`src/rtl/tm_netlist_pkg.sv`:
```
// Shared constants and clause-index helper for the tm_netlist_0 clause block.
// Holds the literal count, the clause tap offsets and the modular index function.
package tm_netlist_pkg;

  localparam int N_LIT   = 62;
  localparam int OFF_NEG = 1;
  localparam int OFF_POS = 31;

  function automatic int idx(input int j, input int off);
    return (j + off) % N_LIT;
  endfunction

endpackage

```
`src/rtl/tm_netlist_0_clause.sv`:
```
// tm_clause3: one three-literal clause, pos & ~neg & aux.
// Ports: pos, neg, aux literals in; c clause result out.
module tm_clause3 (
  input  logic pos,
  input  logic neg,
  input  logic aux,
  output logic c
);

  assign c = pos & ~neg & aux;

endmodule

```
`src/rtl/tm_netlist_0.sv`:
```
// tm_netlist_0: registers 62 literals, evaluates 62 fixed clauses, registers results.
// Ports: clk, rst (sync active-low), in0..in61 literals, out0..out61 clause flops.
module tm_netlist_0
  import tm_netlist_pkg::*;
(
  input  logic clk,
  input  logic rst,
  input  logic in0, in1, in2, in3, in4, in5, in6, in7,
  input  logic in8, in9, in10, in11, in12, in13, in14, in15,
  input  logic in16, in17, in18, in19, in20, in21, in22, in23,
  input  logic in24, in25, in26, in27, in28, in29, in30, in31,
  input  logic in32, in33, in34, in35, in36, in37, in38, in39,
  input  logic in40, in41, in42, in43, in44, in45, in46, in47,
  input  logic in48, in49, in50, in51, in52, in53, in54, in55,
  input  logic in56, in57, in58, in59, in60, in61,
  output logic out0, out1, out2, out3, out4, out5, out6, out7,
  output logic out8, out9, out10, out11, out12, out13, out14, out15,
  output logic out16, out17, out18, out19, out20, out21, out22, out23,
  output logic out24, out25, out26, out27, out28, out29, out30, out31,
  output logic out32, out33, out34, out35, out36, out37, out38, out39,
  output logic out40, out41, out42, out43, out44, out45, out46, out47,
  output logic out48, out49, out50, out51, out52, out53, out54, out55,
  output logic out56, out57, out58, out59, out60, out61
);

  logic [N_LIT-1:0] x_d;
  logic [N_LIT-1:0] x;
  logic [N_LIT-1:0] c;
  logic [N_LIT-1:0] y;

  assign x_d = {
    in61, in60, in59, in58, in57, in56,
    in55, in54, in53, in52, in51, in50, in49, in48,
    in47, in46, in45, in44, in43, in42, in41, in40,
    in39, in38, in37, in36, in35, in34, in33, in32,
    in31, in30, in29, in28, in27, in26, in25, in24,
    in23, in22, in21, in20, in19, in18, in17, in16,
    in15, in14, in13, in12, in11, in10, in9, in8,
    in7, in6, in5, in4, in3, in2, in1, in0
  };

  always_ff @(posedge clk) begin
    if (!rst) begin
      x <= '0;
      y <= '0;
    end else begin
      x <= x_d;
      y <= c;
    end
  end

  // Taps wrap modulo N_LIT so every clause sees three distinct literals.
  for (genvar j = 0; j < N_LIT; j++) begin : g_cl
    tm_clause3 u_cl (
      .pos (x[j]),
      .neg (x[idx(j, OFF_NEG)]),
      .aux (x[idx(j, OFF_POS)]),
      .c   (c[j])
    );
  end

  assign {
    out61, out60, out59, out58, out57, out56,
    out55, out54, out53, out52, out51, out50, out49, out48,
    out47, out46, out45, out44, out43, out42, out41, out40,
    out39, out38, out37, out36, out35, out34, out33, out32,
    out31, out30, out29, out28, out27, out26, out25, out24,
    out23, out22, out21, out20, out19, out18, out17, out16,
    out15, out14, out13, out12, out11, out10, out9, out8,
    out7, out6, out5, out4, out3, out2, out1, out0
  } = y;

endmodule

```
`config.mk`:
```
export PLATFORM = sky130hd
export DESIGN_NAME = tm_netlist_0
export DESIGN_NICKNAME = d
export VERILOG_FILES = /design/src/rtl/tm_netlist_pkg.sv /design/src/rtl/tm_netlist_0_clause.sv /design/src/rtl/tm_netlist_0.sv
export SDC_FILE = /design/constraint.sdc
export NUM_CORES = 1
export LEC_CHECK = 0
export CORE_ASPECT_RATIO = 0.7
export CORE_MARGIN = 2
export CORE_UTILIZATION = 40
export DETAILED_ROUTE_END_ITERATION = 16
export PLACE_DENSITY_LB_ADDON = 0.05
export SYNTH_ARGS = -nofsm -noshare
export SYNTH_HDL_FRONTEND = slang
export SYNTH_SLANG_ARGS = --single-unit
```
`constraint.sdc`:
```
create_clock -name clk -period 1.35 [get_ports clk]
set_clock_uncertainty 0.05 [all_clocks]
set_input_delay 0.2025 -clock clk [delete_from_list [all_inputs] [get_ports clk]]
set_output_delay 0.2025 -clock clk [all_outputs]
set_load 0.02 [all_outputs]
```
# After elaboration in Yosys (flattened, before gate mapping)
# Cells that the tools add are included.
# Widths: inputs -> output; s select.
[totals]
regBits = 124
inputBits = 64
out_inout_bits = 62
elab_cells = 188
[op_classes]
n_bitwise = 186
[ops]
columns = ["operator", "n"]
rows = [
  ["$and 1x1->1", 124],
  ["$not 1->1", 62],
]

# Logic depth before layout (Yosys ltp)
[logic_depth]
word_depth = 3
ltp_mapped = 3
ltp_nobuf = 1

# Modules after synthesis
# Synthesis repeated with hierarchy kept, for this count alone.
[unflattened]
cells_unflattened = 323
area_unflattened_um2 = 3910.0
[modules_own_cells]
columns = ["mod", "instances", "cells_per_inst", "area_each_um2", "seq_area_each_um2"]
rows = [
  ["tm_netlist_0", 1, 261, 3367.0, 2482.4],
  ["tm_clause3", 62, 1, 8.8, 0.0],
]

# Least setup slack after synthesis
# No wires, ideal clock.
[synth_timing]
kind = "input to register"
start = "input port rst"
end = "register y[51]"
setup_ns = 0.117
arrival_ns = 0.618
required_time_ns = 1.183
path_slack_ns = 0.566
path_stages = 3
path_buffers = 2
cell_sequence = "buf_6 buf_8 and4b_1"
[synth_lines]
columns = ["item", "line", "text"]
rows = [
  ["from (decl)", "tm_netlist_0.sv:7", "input logic rst,"],
  ["to (signal assigned)", "tm_netlist_0.sv:45", "y <= '0;"],
  ["to (signal assigned)", "tm_netlist_0.sv:48", "y <= c;"],
  ["to (decl)", "tm_netlist_0.sv:29", "logic [N_LIT-1:0] y;"],
]
# No word-level cell between the ends.

# Final worst setup path
[layout_timing]
start = "register y[12]"
end = "output port out12"
[layout_lines]
columns = ["item", "line", "text"]
rows = [
  ["to (decl)", "tm_netlist_0.sv:17", "output logic out8, out9, out10, out11, out12, out13, out14, out15,"],
]
# No word-level cell between the ends.

==> results.txt <==
----------------------------------------------------
[Synth]
  Synth Cell Area ... roughly 3600 um^2
  Post-synthesis sequential element count ... 124
  Netlist cell types ... 6
  Proportion of synthesized chip area in sequential cells ... 0.685
  Yosys warning count ... 0
  Mean cell area of the mapped netlist ... 13.9 um^2
  Count of mapped cells out of synthesis ... ~260
  Synthesized netlist net count ... approximately 330

[Global route]
  Total GRT Usage ... 0.150
  Overflow left after global routing ... 0
  Met2 demand-to-capacity share in global routing ... 0.223
  Vias in the first global route ... approximately 2300
  Initial antenna violation count ... 0
  Met3 usage ... 0.0772
  Busiest layer in global routing ... met2
  Global-route wire length before repair ... between 10000 and 15000 um
  GR Util met1 ... 0.174
  Maximum number of pins on one net before global-route repair ... 72

[Route]
  Final wirelength ... roughly 7000 um
  Number of antenna-violating nets in the routed design ... 0
  Violation count after the first detailed-routing iteration ... about 120
  Vias after detailed routing ... 2275
  Vias per cell ... 4.29
  DR pass1 iterations ... 4
  WL/cell ... 13.0 um
  Remaining design rule violation count ... 0

[STA]
  Worst slack on hold paths ... around 260 ps
  Relative slew slack ... 0.756
  FMAX ... just under 800 MHz
  Unrepaired setup endpoints after global routing ... no
  Slew Limit Fails ... 0
  Final critical-path share of the clock period ... 0.962
  Setup TNS ... 0 ps
  Final Setup Violations ... 0
  Worst-case setup margin in the final layout ... slightly above 50 ps
  Final critical path time including I/O delays and setup ... 1300 ps
  Hold Vio Cnt, Final ... 0
  Transition at the pin with the smallest max-transition slack ... roughly 370 ps

[Job]
  Max cap viols ... 0

[Placed design]
  Inst Count DP ... approximately 500
  Post-Place Setup Slack ... 174 ps
  Gp weighted congestion ... roughly 0.67
  Dpl hpwl ... roughly 4700 um
  Input/output buffers ... roughly 130

[Setup path]
  Endpoint arrival time on the critical path ... ~1100 ps
  Crit-path cells ... dlygate4sd2_1
  Data required time at the worst endpoint ... 1100 ps
  Reg-to-reg setup timing slack ... approximately 600 ps
  Critical Path Max Stage Delay ... approximately 340 ps
  Startpoint type of the worst setup path ... flop
  Critical Path Fanout Max ... 1
  Classification of the worst setup path ... flop to output pin
  Cell with the largest stage delay on the worst path ... sky130_fd_sc_hd__dlygate4sd2_1
  Critical path buffers and inverters ... 1
  Nature of the critical path endpoint ... output pin
  Cell family with most CP delay ... buffers and inverters

[Cells and area]
  Final layout net count ... ~460
  Number of filler cells placed in the layout ... 749
  Layout cells sized above 1 ... 0.0764
  Antenna diodes ... 0
  Area Growth Syn to Fin ... 49.8%
  Finished Layout Cells ... 530

[Clock network]
  Worst-Skew Late Latency ... ~400 ps
  Clock transition at path regs ... 50 ps
  Clk buf depth ... 2
  Sink Count ... 124
  Buffer type at the clock tree root ... sky130_fd_sc_hd__clkbuf_16
  Number of buffers inserted during clock tree synthesis ... 17
  TritonCTS clock tree ... built
  Post-cts hold buffer count ... 0
  Total number of H-tree levels ... 4

[Power and ir drop]
  Static power due to leakage ... roughly 2.6 nW
  Total power density per cell area ... between 1500 and 2000 nW/um^2
  Fraction of power consumed by combinational cells ... 0.046
  VDD IR max ... 0.927 mV
  Portion of total power attributed to the clock network ... 0.505
  Int Power ... just under 7 mW
  Seq pwr share ... 0.450
  Net Switching ... roughly 1.6 mW
  Switching fraction of total power ... 0.192

[Min path]
  Classification of the worst-slack hold path ... input port to flop

[Floorplan]
  Die boundary height ... ~84 um
  I/O Pins ... between 100 and 150
  Die ar. ... 9840 um^2
  Floorplan die width ... roughly 120 um
  Core Area ... a little under 9000 um^2
  Initial core utilization ... 0.406
  FP Rows ... 29

[Outcome]
  Result of the run ... completed

----------------------------------------------------
-- worst paths after layout --
check,from,to,cells after the start
worst min register to register,x[27],y[58],1
worst max register to register,x[11],y[10],1
worst max-delay path,y[12],out12,1
worst min-delay path,rst,x[4],3
-- metrics by stage --
stage,util,total power [mW],instance area [um^2]
floorplan,-,4.10,3620
global placement,0.551,4.34,4920
detailed placement,0.551,4.35,4920
CTS,0.607,8.69,5420
global route,0.608,8.90,5430
finish,0.608,8.59,5430
-- timing repair --
action,4_1_cts,5_1_grt
cloned,0,0
buffers inserted,0,0
endpoints found under the setup margin,62,3
resized for setup,62,3
-- registers in the layout, summed over array words and instances (netlist names) --
signal  cells
x          62
y          62
-- area by class of cell --
type	count	area, um^2	area share
timing repair buffer	127	1200	0.221
tap	124	155	0.0286
clock buffer	24	492	0.0906
multi-input combinational	124	1010	0.186
clock inverter	7	87.6	0.0161
sequential	124	2480	0.458
-- cell usage in the layout, fill, tap and decap left out, drive strengths merged --
cell | Yosys | final
and4b | 62 | 62
clkdlybuf4s50 | 0 | 62
buf | 13 | 3
clkinvlp | 0 | 1
clkinv | 0 | 4
bufinv | 0 | 2
and2 | 62 | 62
clkbuf | 0 | 24
dfxtp | 124 | 124
dlygate4sd2 | 0 | 59
clkdlybuf4s15 | 0 | 3
-- logic make-up after synthesis --
group,count (synthesis),synth area share
buffers and inverters,13,0.0363
flip-flops,124,0.685
AND/OR/NAND/NOR,124,0.278
-- metal layers --
| layer | part of all wire | routed length [um] | vias up |
|---|---|---|---|
| li1 | - | - | 1186 |
| met1 | 0.46 | 3170 | 1006 |
| met3 | 0.085 | 587 | 9 |
| met2 | 0.44 | 3010 | 74 |
| met4 | 0.015 | 103 | 0 |
| met5 | 0 | 0 | - |
-- power groups by stage --
| stage | registers, mW | clock network, mW | logic [mW] |
|---|---|---|---|
| floorplan | 3.94 | 0 | 0.155 |
| global placement | 3.93 | 0 | 0.409 |
| detailed placement | 3.94 | 0 | 0.412 |
| CTS | 3.86 | 4.44 | 0.396 |
| global route | 3.87 | 4.60 | 0.427 |
| finish | 3.86 | 4.34 | 0.391 |
-- cells in the mapped netlist --
master	instances	area, um^2
sky130_fd_sc_hd__and2_1	62	388
sky130_fd_sc_hd__and4b_1	62	621
sky130_fd_sc_hd__buf_2	6	30.0
sky130_fd_sc_hd__buf_6	1	11.3
sky130_fd_sc_hd__buf_8	6	90.1
sky130_fd_sc_hd__dfxtp_1	124	2480
(Power assumes the default switching activity.)
